File: config.mk
export PLATFORM = sky130hd
export DESIGN_NAME = ps_readout_arbiter
export DESIGN_NICKNAME = d
export VERILOG_FILES = /design/src/rtl/ps_readout_pkg.sv /design/src/rtl/ps_readout_arbiter_skid.sv /design/src/rtl/ps_readout_arbiter.sv
export SDC_FILE = /design/constraint.sdc
export NUM_CORES = 1
export LEC_CHECK = 0
export ABC_CLOCK_PERIOD_IN_PS = 3700
export CAP_MARGIN = 0
export CORE_ASPECT_RATIO = 0.5
export CORE_MARGIN = 2
export CORE_UTILIZATION = 47
export CTS_CLUSTER_SIZE = 28
export DETAILED_ROUTE_END_ITERATION = 10
export PLACE_DENSITY_LB_ADDON = 0.3
export SLEW_MARGIN = 25
export SYNTH_ARGS = -nofsm -noshare
export SYNTH_HDL_FRONTEND = slang
export SYNTH_SLANG_ARGS = --single-unit
File: constraint.sdc
create_clock -name clk -period 3.7 [get_ports clk]
set_clock_uncertainty 0.15 [all_clocks]
set_input_delay 0.555 -clock clk [delete_from_list [all_inputs] [get_ports clk]]
set_output_delay 0.555 -clock clk [all_outputs]
set_load 0.03 [all_outputs]
File: src/rtl/ps_readout_pkg.sv
// Shared types and helpers for the Parallel_Serial readout arbiter.
// Holds the FSM state encoding, default sizing, and the round-robin pick.
package ps_readout_pkg;

  localparam int          NCH_DEF        = 4;
  localparam int          FIFO_WIDTH_DEF = 36;
  localparam int          BURST_MAX_DEF  = 16;
  localparam int unsigned RR_MAX_CH      = 32;

  typedef enum logic [1:0] {
    ST_IDLE  = 2'd0,
    ST_BURST = 2'd1,
    ST_DRAIN = 2'd2
  } arb_state_e;

  // First set bit of mask strictly after ptr, wrapping nch-1 -> 0.
  // Returns ptr when the mask is empty; callers only use it with a candidate present.
  function automatic int unsigned rr_next(input logic [RR_MAX_CH-1:0] mask,
                                          input int unsigned ptr,
                                          input int unsigned nch);
    int unsigned pick;
    int unsigned idx;
    logic        found;
    pick  = ptr;
    found = 1'b0;
    for (int unsigned k = 1; k <= RR_MAX_CH; k++) begin
      if (k <= nch) begin
        idx = ptr + k;
        if (idx >= nch) begin
          idx = idx - nch;
        end else begin
          idx = idx;
        end
        if (!found && mask[idx[4:0]]) begin
          pick  = idx;
          found = 1'b1;
        end else begin
          found = found;
        end
      end else begin
        found = found;
      end
    end
    return pick;
  endfunction

endpackage

File: src/rtl/ps_readout_arbiter_skid.sv
// Two-entry skid FIFO holding channel words that have been read but not yet
// forwarded downstream. The arbiter guarantees it is never pushed while full.
module ps_readout_arbiter_skid #(
  parameter int W = 38
) (
  input  logic         clk,
  input  logic         rst,
  input  logic         push,
  input  logic [W-1:0] push_data,
  input  logic         pop,
  output logic [1:0]   count,
  output logic [W-1:0] head
);

  logic [W-1:0] mem_q [2];
  logic         wr_ptr_q;
  logic         rd_ptr_q;
  logic [1:0]   count_q;
  logic         push_ok_s;
  logic         pop_ok_s;

  assign push_ok_s = push && ((count_q != 2'd2) || pop);
  assign pop_ok_s  = pop && (count_q != 2'd0);
  assign count     = count_q;
  assign head      = mem_q[rd_ptr_q];

  // Storage, pointers and occupancy; reset discards any held words
  always_ff @(posedge clk) begin
    if (rst) begin
      mem_q[0] <= '0;
      mem_q[1] <= '0;
      wr_ptr_q <= 1'b0;
      rd_ptr_q <= 1'b0;
      count_q  <= 2'd0;
    end else begin
      if (push_ok_s) begin
        mem_q[wr_ptr_q] <= push_data;
        wr_ptr_q        <= ~wr_ptr_q;
      end
      if (pop_ok_s) begin
        rd_ptr_q <= ~rd_ptr_q;
      end
      case ({push_ok_s, pop_ok_s})
        2'b10:   count_q <= count_q + 2'd1;
        2'b01:   count_q <= count_q - 2'd1;
        default: count_q <= count_q;
      endcase
    end
  end

endmodule

File: src/rtl/ps_readout_arbiter.sv
// Round-robin readout scheduler draining per-channel FIFOs into the single
// control-interface FIFO, tagging each word with its channel ID.
// Optional feature macro: ARB_STATS_EN (per-channel forwarded-word counters).
module ps_readout_arbiter
  import ps_readout_pkg::*;
#(
  parameter int NCH        = NCH_DEF,
  parameter int FIFO_WIDTH = FIFO_WIDTH_DEF,
  parameter int CH_W       = 2,
  parameter int BURST_MAX  = BURST_MAX_DEF
) (
  input  logic                       clk,
  input  logic                       rst,
  input  logic [NCH-1:0]             ch_enable,
  input  logic [NCH-1:0]             ch_empty,
  input  logic [NCH*FIFO_WIDTH-1:0]  ch_q,
  output logic [NCH-1:0]             ch_rd_en,
  input  logic                       out_full,
  output logic                       out_wr_en,
  output logic [CH_W+FIFO_WIDTH-1:0] out_data,
  output logic                       busy,
  output logic [CH_W-1:0]            grant_id
`ifdef ARB_STATS_EN
  ,
  input  logic [CH_W-1:0]            stat_sel,
  input  logic                       stat_clr,
  output logic [31:0]                stat_cnt
`endif
);

  localparam int SKID_W = CH_W + FIFO_WIDTH;
  localparam int BC_W   = $clog2(BURST_MAX + 1);

  arb_state_e          state_q, state_d;
  logic [CH_W-1:0]     grant_id_q, grant_id_d;
  logic [CH_W-1:0]     rr_ptr_q, rr_ptr_d;
  logic [BC_W-1:0]     burst_cnt_q, burst_cnt_d;
  logic                inflight_q;
  logic [CH_W-1:0]     inflight_ch_q;
  logic                out_wr_en_q;
  logic [SKID_W-1:0]   out_data_q;

  logic [NCH-1:0]      cand_s;
  logic [CH_W-1:0]     pick_s;
  logic [NCH-1:0]      ch_rd_en_s;
  logic                space_s;
  logic                burst_done_s;
  logic [1:0]          skid_count_s;
  logic [SKID_W-1:0]   skid_head_s;
  logic [SKID_W-1:0]   skid_push_data_s;
  logic                pop_s;

  assign cand_s  = ch_enable & ~ch_empty;
  assign pick_s  = CH_W'(rr_next(RR_MAX_CH'(cand_s), 32'(rr_ptr_q), 32'(NCH)));
  // Counting the in-flight read against the skid keeps a landing slot reserved for every issued read.
  assign space_s = ({1'b0, skid_count_s} + {2'b00, inflight_q}) < 3'd2;
  assign burst_done_s = ch_empty[grant_id_q] | ~ch_enable[grant_id_q]
                      | (burst_cnt_q == BC_W'(BURST_MAX));
  assign pop_s   = (skid_count_s != 2'd0) && !out_full;
  assign skid_push_data_s = {inflight_ch_q, ch_q[inflight_ch_q*FIFO_WIDTH +: FIFO_WIDTH]};

  assign ch_rd_en  = ch_rd_en_s;
  assign out_wr_en = out_wr_en_q;
  assign out_data  = out_data_q;
  assign busy      = (state_q != ST_IDLE);
  assign grant_id  = grant_id_q;

  ps_readout_arbiter_skid #(.W(SKID_W)) u_skid (
    .clk       (clk),
    .rst       (rst),
    .push      (inflight_q),
    .push_data (skid_push_data_s),
    .pop       (pop_s),
    .count     (skid_count_s),
    .head      (skid_head_s)
  );

  // Next-state and read-enable decode; reads are combinational so the live empty flag gates them
  always_comb begin
    state_d     = state_q;
    grant_id_d  = grant_id_q;
    rr_ptr_d    = rr_ptr_q;
    burst_cnt_d = burst_cnt_q;
    ch_rd_en_s  = '0;
    case (state_q)
      ST_IDLE: begin
        if (|cand_s) begin
          grant_id_d  = pick_s;
          burst_cnt_d = '0;
          state_d     = ST_BURST;
        end else begin
          state_d = ST_IDLE;
        end
      end
      ST_BURST: begin
        if (burst_done_s) begin
          state_d = ST_DRAIN;
        end else if (space_s && !rst) begin
          ch_rd_en_s[grant_id_q] = 1'b1;
          burst_cnt_d            = burst_cnt_q + BC_W'(1);
        end else begin
          state_d = ST_BURST;
        end
      end
      ST_DRAIN: begin
        if (!inflight_q) begin
          rr_ptr_d = grant_id_q;
          state_d  = ST_IDLE;
        end else begin
          state_d = ST_DRAIN;
        end
      end
      default: begin
        state_d = ST_IDLE;
      end
    endcase
  end

  // FSM and scheduling registers
  always_ff @(posedge clk) begin
    if (rst) begin
      state_q     <= ST_IDLE;
      grant_id_q  <= '0;
      rr_ptr_q    <= CH_W'(NCH - 1);
      burst_cnt_q <= '0;
    end else begin
      state_q     <= state_d;
      grant_id_q  <= grant_id_d;
      rr_ptr_q    <= rr_ptr_d;
      burst_cnt_q <= burst_cnt_d;
    end
  end

  // Read-latency tracking and registered downstream write port
  always_ff @(posedge clk) begin
    if (rst) begin
      inflight_q    <= 1'b0;
      inflight_ch_q <= '0;
      out_wr_en_q   <= 1'b0;
      out_data_q    <= '0;
    end else begin
      inflight_q    <= |ch_rd_en_s;
      inflight_ch_q <= grant_id_q;
      out_wr_en_q   <= pop_s;
      out_data_q    <= pop_s ? skid_head_s : out_data_q;
    end
  end

`ifdef ARB_STATS_EN
  logic [31:0]     stat_q [NCH];
  logic [31:0]     stat_cnt_q;
  logic [CH_W-1:0] pop_ch_s;

  assign pop_ch_s = skid_head_s[SKID_W-1 -: CH_W];
  assign stat_cnt = stat_cnt_q;

  // Saturating per-channel forwarded-word counters with registered readback
  always_ff @(posedge clk) begin
    if (rst || stat_clr) begin
      for (int i = 0; i < NCH; i++) begin
        stat_q[i] <= 32'd0;
      end
      stat_cnt_q <= 32'd0;
    end else begin
      if (pop_s && (stat_q[pop_ch_s] != 32'hFFFF_FFFF)) begin
        stat_q[pop_ch_s] <= stat_q[pop_ch_s] + 32'd1;
      end
      stat_cnt_q <= stat_q[stat_sel];
    end
  end
`else
  // Statistics counters are not built in this configuration.
`endif

endmodule

Word-level counts from Yosys, hierarchy flattened. Memories as Yosys holds them, arrays and structs flattened. A register that Yosys moved wholly into a read port is not among the register bits. Cells that the tools add are included.

Div/mod/pow operators: 0. Order comparisons: 11. Multiply operators: 1. Muxes and demuxes: 46. Equal/unequal tests: 10. Bitwise logic cells: 8. Add/sub/neg operators: 12. Reduce and logical (&&, ||, !) cells: 25. Shift operators: 1.

Operators with widths (number): 144-bit by 9-bit indexed part select with 36-bit output (1); 38-bit 2-to-1 mux (1); 38-bit OR reduction (1); 5-bit 2-to-1 mux (7); 5-bit by 6-bit < comparator with 1-bit output (second input constant) (4); 1-bit binary-select mux with 5-bit select (4); 1-bit 2-to-1 mux (18); 2-bit 2-to-1 mux (7); 4-bit 2-to-1 mux (3); 3-bit by 3-bit subtractor with 4-bit output (second input constant) (3); 5-bit one-hot mux with 2 select lines (1); 3-bit greater-or-equal comparator (second input constant) (3); 1-bit logical AND (8); 2-bit inequality test (second input constant) (4); 2-bit nonzero test (4); 4-bit OR reduction (2); 2-bit by 2-bit adder with 3-bit output (second input constant) (2); 2-bit by 4-bit multiplier with 6-bit output (second input constant) (1); 2-bit one-hot mux with 3 select lines (1); 5-bit by 1-bit adder with 5-bit output (second input constant) (1); 5-bit equality test (second input constant) (1); 1-bit zero test (5); 4-bit by 3-bit subtractor with 5-bit output (second input constant) (1); 2-bit by 3-bit adder with 4-bit output (second input constant) (1); other kinds (22) (30).

Memory bits (read-only): 0. Memory bits (writable): 76. Logic and storage cells: 125. Latch bits: 0. Memories kept: 1. Input bits: 155. Bits in registers: 19. Output and inout bits: 46.

Memory list: u_skid.mem_q (words 2, bits a word 38, read ports 1, clocked after memory_dff 1, wr ports 2, RTL line ps_readout_arbiter_skid.sv:15) `logic [W-1:0] mem_q [2];`.

Depth between registers and ports, before layout. Gate-level depths: netlist of the first run.

Depth in word-level cells: 15. Gate-level depth with buffers: 8. Gate-level depth less buffers: 8.

Hierarchy. From an unflattened synthesis of the first run, not the netlist that was laid out.

Cell total of the unflattened synthesis: 555. Area, all modules: 6769.0 sq um.

Modules (own cells, without submodules): ps_readout_arbiter_skid (area each 3542.1 sq um, cells an instance 227, seq. area each 2382.3 sq um, times used 1); ps_readout_arbiter (area each 3226.8 sq um, cells an instance 328, seq. area each 1061.0 sq um, times used 1).

Worst setup path before layout of the first run. No wires, ideal clock.

Path type: input port to flip-flop. Start: input out_full. End: memory u_skid.mem_q[0][0], enable pin. Cell stages on the path: 3. Setup time: 0.441 ns. Setup slack: 0.522 ns. Arrival time: 2.587 ns. Required time: 3.109 ns. Buffers on the path: 0. Cells stage by stage: nand3b_1 > nand2_1 > o21bai_1.

RTL lines: from (decl) (RTL line ps_readout_arbiter.sv:18) `input logic out_full,`; to (decl) (RTL line ps_readout_arbiter_skid.sv:15).

Worst setup path after layout of the first run.
Start: input ch_enable[2]. End: output ch_rd_en[2].

Word-level cells in the longest chain between the ends: 7.

RTL lines: from (decl) (RTL line ps_readout_arbiter.sv:14) `input logic [NCH-1:0] ch_enable,`; 1-bit binary-select mux with 2-bit select (RTL line ps_readout_arbiter.sv:57) `assign burst_done_s = ch_empty[grant_id_q] | ~ch_enable[grant_id_q]`; 1-bit 2-to-1 mux (not written as such) (RTL line ps_readout_arbiter.sv:57); 1-bit inverter (RTL line ps_readout_arbiter.sv:57); 1-bit bitwise OR (RTL line ps_readout_arbiter.sv:57); 1-bit bitwise OR (RTL line ps_readout_arbiter.sv:58) `| (burst_cnt_q == BC_W'(BURST_MAX));`; 4-bit 2-to-1 mux (RTL line ps_readout_arbiter.sv:96) `if (burst_done_s) begin`; 4-bit 2-to-1 mux (RTL line ps_readout_arbiter.sv:85) `case (state_q)`; to (decl) (RTL line ps_readout_arbiter.sv:17) `output logic [NCH-1:0] ch_rd_en,`.

Every way passes these cells. The select of a mux whose other input is x is not followed.

==> impl_metrics.ini, run 1 <==
[clock_tree]
ctsRootBufferMaster = clkbuf_16
clkTransAtPathRegs_ps = 60
post-cts-setup-buffers = 0
cts_tree = built
cts.sinks = 133
cts_buffer_depth = 2
postCtsHoldBufs = 0
clk_latency_ps = 400
post_cts_resize_count = 0
cts_buffers = 17
htreeDepth = 4

[grt]
grt_overflow = 0
grt_pass1_wl_mm = 23.8
grt_use_total_pct = 20.6
grt_max_degree = 78
antenna_found_initial = 0
grt_pass1_vias = 4959

[die]
die_y_um = 87.5
fp-row-count = 30
start_util_pct = 48.3
die_w_um = 171
ios = 201
core_um2 = 13600
die_area_um2 = 15000

[synthesis]
syn_avg_cell_area_um2 = 12.6
syn-num-nets = 683
synth_edf_count = 76
synthCells = 522
postSynth.asyncResetShare_pct = 0
syn_area_um2 = 6560
ys_warn_count = 0
ys_types = 49
ys_seq_elements = 133
ys.flop_type = edfxtp_1
ys_seq_area_share_pct = 52.2

[timing]
relSlewSlack_pct = 38.2
setup_viol = 0
grt_setup_unrepaired = false
post-route-period-util_pct = 95.8
hold_violations = 0
tightest_slew_ps = 926
fmaxAchievable_mhz = 282
slew_viol_final = 0
post-route-min-period_ps = 3540
tns_ps = 0

[route]
wire_per_inst_um = 16.5
ant_nets = 0
post-route-drc-count = 0
vias = 4842
dr.first_iter.drc_count = 300
routed_wl_mm = 15.0
vias_per_cell = 5.30
dr.pass1.iters = 7

[cells_and_area]
drive_gt1_share_pct = 13.5
final_common_cell = clkdlybuf4s50_1
finish.utilization_pct = 68.6
fill_cells = 1013
finalNetCount = 869
final_cell_mix = clkdlybuf4s50_1 (199), edfxtp_1 (76), dfxtp_1 (54)
area_delta_synth_final_pct = 42.2
diodes = 0

[run_status]
outcome = finished clean

[worst_setup_path]
worstPathMaxFanout = 5
cp-startpoint = ch_enable[2]
r2r-start = rr_ptr_q[0]
end_kind = primary output
r2r_slack_ps = 1220
crit_type = input port to primary output
required_ps = 2990
max_stage_delay_ps = 670
crit_slowest_cell = clkdlybuf4s50_1
crit_top_cell = clkdlybuf4s50_1
crit_chain = clkdlybuf4s50_1, nor2b_1, mux4_2, nand3_1, inv_1, nand2_1, nor2_1, clkdlybuf4s50_1
path_buf_inv = 3
critPathTopFamily = buffers and inverters
start_kind = input port
arrival_ps = 2840

[placement]
place.gp.congestion = 0.892
dpl.hpwl_mm = 10.3
port-buffer-count = 200

[hold_path]
worstHoldStart = out_data[5]
hold_class = flop to flop

[power]
leakagePower_uw = 0.00330
power_density_nw_per_um2 = 441
vdd_drop_max_mv = 0.372

[run]
drv_cap = 0
[worst min-delay path: cells and delay by family, from the launching register on]
| kind | cells | cell delay, ps |
|---|---|---|
| AND/OR/NAND/NOR | 1 | 90 |
| AO/OA/AOI/OAI | 1 | 50 |
| flip-flops | 1 | 300 |
[sequential cells by signal (all words and copies together), names as in the netlist]
register / cells
u_skid.count: 2
out_data: 38
inflight_ch_q: 2
u_skid.rd_ptr_q: 1
burst_cnt_q: 5
grant_id: 2
out_wr_en: 1
rr_ptr_q: 2
state_q: 2
u_skid.wr_ptr_q: 1
inflight_q: 1
u_skid.mem_q: 76
[area by class of cell]
class	instances	area, um^2	area share, %
Clock buffer	19	433	4.64
Clock inverter	13	136	1.46
Inverter	8	30.0	0.322
Multi-Input combinational cell	339	2970	31.9
Sequential cell	133	3430	36.7
Tap cell	192	240	2.58
Timing Repair Buffer	209	2090	22.4
[path summary, 6_finish.rpt]
path,end,cells after the start
worst max register to register,grant_id[0],7
worst min register to register,out_data[5],2
worst max-delay path,ch_rd_en[2],8
worst min-delay path,out_data[5],2
[cells by family after synthesis]
logic type / synth area share [%]
buffers and inverters: 2.99
xor gates and xnor gates: 0.668
and+or+nand+nor: 15.7
DFF: 52.2
AOI/OAI and AO/OA: 7.28
adders and majority gates: 1.14
muxes: 20.0
[report_power, final]
group          switching [uW]  total, uW  internal [uW]  leakage (uW)
sequential               90.6       1740           1650       0.00125
clock                     618       1610            988      0.000269
combinational             339        764            425       0.00178
total                    1050       4110           3060       0.00330
[cells in the mapped netlist (2+ instances only)]
| library cell | instances | share of area (%) |
|---|---|---|
| xnor2_1 | 3 | 0.40 |
| buf_1 | 5 | 0.29 |
| nor3b_1 | 4 | 0.46 |
| a211o_1 | 2 | 0.27 |
| mux2i_1 | 40 | 6.1 |
| mux4_2 | 40 | 14 |
| clkbuf_1 | 30 | 1.7 |
| a211oi_1 | 39 | 4.5 |
| dfxtp_1 | 57 | 17 |
| nand2b_4 | 4 | 0.84 |
| and3_1 | 39 | 3.7 |
| buf_2 | 7 | 0.53 |
| o211ai_1 | 2 | 0.23 |
| ha_1 | 6 | 1.1 |
| nor3_1 | 2 | 0.15 |
| or3_1 | 3 | 0.29 |
| nor2b_1 | 7 | 0.67 |
| nand3_1 | 7 | 0.53 |
| nand2b_1 | 3 | 0.29 |
| nand2_1 | 10 | 0.57 |
| and3b_1 | 2 | 0.27 |
| inv_1 | 8 | 0.46 |
| nor2_1 | 54 | 3.1 |
| o21ai_0 | 6 | 0.46 |
| a21oi_1 | 5 | 0.38 |
| edfxtp_1 | 76 | 35 |
| nand3b_1 | 2 | 0.23 |
| xor2_1 | 2 | 0.27 |
| and2_1 | 37 | 3.5 |
[stage by stage]
| stage | setup slack, ps | total power, uW | cells | area, um^2 | hold slack (ps) |
|---|---|---|---|---|---|
| 3_3_place_gp | 259 | 2530 | 881 | 8760 | 316 |
| 3_5_place_dp | 182 | 2540 | 881 | 8760 | 327 |
| 2_1_floorplan | 522 | 2190 | 522 | 6560 | 292 |
| 4_1_cts | 171 | 4150 | 913 | 9330 | 348 |
| 6_report | 155 | 4110 | 913 | 9330 | 347 |
| 5_1_grt | 29.7 | 4280 | 913 | 9330 | 362 |
[per-layer routing]
metal / global-route usage, % / up-vias / share of wire, %
li1: - / 2358 / -
met2: 36.7 / 139 / 51
met1: 25.6 / 2331 / 43
met3: 4.70 / 14 / 4.9
met4: 5.86 / 0 / 0.92
met5: 0 / - / 0
Power figures use the tool's default switching activity.
==> inputs of run 2 (changes only) <==
Settings changed: CELL_PAD_IN_SITES_DETAIL_PLACEMENT set to 0, CELL_PAD_IN_SITES_GLOBAL_PLACEMENT set to 1, CORE_UTILIZATION 47 to 37.
==> impl_metrics.ini, run 2 (same netlist as run 1, synthesis figures left out) <==
[power]
clockPowerShare_pct = 40.6
p_int_uw = 3140
swShare_pct = 25.5
leakagePower_uw = 0.00331
power_frac_seq_pct = 41.1
finalPower_uw = 4220
power_switching_uw = 1080
vdd_drop_max_mv = 0.336
share_comb_of_total_power_pct = 18.2
power_density_nw_per_um2 = 448

[die]
start_util_pct = 37.8
die_y_um = 98.2
ios = 201
die_w_um = 192
die_area_um2 = 18900
fp-row-count = 34
core_um2 = 17400

[cells_and_area]
diodes = 0
area_delta_synth_final_pct = 43.5
drive_gt1_share_pct = 13.7
final_common_cell = clkdlybuf4s50_1
largest_reg_flops = 76
final_cell_mix = clkdlybuf4s50_1 (199), edfxtp_1 (76), dfxtp_1 (54)
largest-register = u_skid.mem_q
stdcell_count = 956
finalNetCount = 870

[grt]
busiest_layer = met2
antenna_found_initial = 0
grt_pass1_wl_mm = 24.6
grtUsageMet3_pct = 4.71
use_met1_pct = 21.3
grt_pass1_vias = 4800
grt_use_total_pct = 16.7
use_met2_pct = 28.8
grt_max_degree = 78
grt_overflow = 0

[worst_setup_path]
critPathTopFamily = buffers and inverters
r2r_slack_ps = 1200
required_ps = 2990
end_kind = primary output
max_stage_delay_ps = 580
worstPathMaxFanout = 5
crit_chain = clkdlybuf4s50_1, nor2b_1, mux4_2, nand3_1, inv_1, and3_1, clkdlybuf4s50_1
start_kind = input port
path_buf_inv = 3
crit_top_cell = clkdlybuf4s50_1
crit_slowest_cell = clkdlybuf4s50_1
crit_type = input port to primary output
crit-reg2reg-capture = grant_id[0]
arrival_ps = 2760
ff2ff_path_depth = 7
r2r-start = rr_ptr_q[0]

[clock_tree]
post-cts-setup-buffers = 0
cts_buffer_depth = 2
clk_latency_ps = 410
cts_tree = built
cts_buffers = 17
htreeDepth = 4
clkTransAtPathRegs_ps = 60
postCtsHoldBufs = 0
post_cts_resize_count = 0
cts.sinks = 133
ctsRootBufferMaster = clkbuf_16

[route]
dr.pass1.iters = 4
post-route-drc-count = 0
wire_per_inst_um = 16.1
vias_per_cell = 4.99
vias = 4771
ant_nets = 0
routed_wl_mm = 15.4
dr.first_iter.drc_count = 137

[timing]
fmaxAchievable_mhz = 288
tightest_slew_ps = 974
hold_violations = 0
setup_viol = 0
tns_ps = 0
slew_viol_final = 0
fin_ws_ps = 232
post-route-period-util_pct = 93.7
relSlewSlack_pct = 35.1
grt_setup_unrepaired = false
whs_ps = 342
post-route-min-period_ps = 3470

[placement]
place.gp.congestion = 0.796
placedCellCount = 924
pre_cts_slack_ps = 232
dpl.hpwl_mm = 10.5
port-buffer-count = 200

[hold_path]
whs_endpoint = burst_cnt_q[4]
holdPathStages = 2
hold_class = flop to flop
worstHoldStart = burst_cnt_q[4]

[run_status]
outcome = finished clean

[run]
drv_cap = 0
## run 2: area by class of cell
| cell class | count | area (um^2) |
|---|---|---|
| fillers | 1487 | 7940 |
| clock inverters | 14 | 179 |
| clock buffers | 18 | 429 |
| repair buffers | 210 | 2080 |
| well taps | 234 | 293 |
| flip-flops and latches | 133 | 3430 |
| inverters | 8 | 30.0 |
| multi-input cells | 339 | 2970 |
## run 2: metal layers
metal  vias to the layer above  share of wire [%]  routed length, um
met1                      2309                 45               6920
met4                         0               0.51                 79
met2                        95                 50               7730
met3                         8                4.5                698
li1                       2359                  -                  -
met5                         -                  0                  0
## run 2: per-stage QoR
stage / utilization [%] / cell area [um^2]
6_report: 54.2 / 9410
5_1_grt: 54.2 / 9410
4_1_cts: 54.2 / 9410
3_5_place_dp: 50.7 / 8810
3_3_place_gp: 50.7 / 8810
2_1_floorplan: - / 6560
## run 2: power by group through the flow
stage | clock network, uW | registers (uW) | logic, uW
3_3_place_gp | 0 | 1770 | 771
4_1_cts | 1740 | 1740 | 782
3_5_place_dp | 0 | 1770 | 780
2_1_floorplan | 0 | 1800 | 395
5_1_grt | 1800 | 1750 | 835
6_report | 1720 | 1740 | 769
## run 2: how the worst max path moves through the flow
stage	start	end	slack (ps)	cells after the start
global route	ch_enable[3]	ch_rd_en[2]	50	8
CTS	ch_enable[3]	ch_rd_en[2]	220	8
finish	ch_enable[3]	ch_rd_en[3]	230	7
floorplan	out_full	u_skid.mem_q[0][0]	520	3
detailed placement	ch_enable[3]	ch_rd_en[2]	230	8
global placement	ch_enable[3]	ch_rd_en[2]	270	8
## run 2: tightest hold or removal path, cell delays in order, from the launching register on
cell and delay, ps:
dfxtp_1 320, nand2_1 60, mux2i_1 60
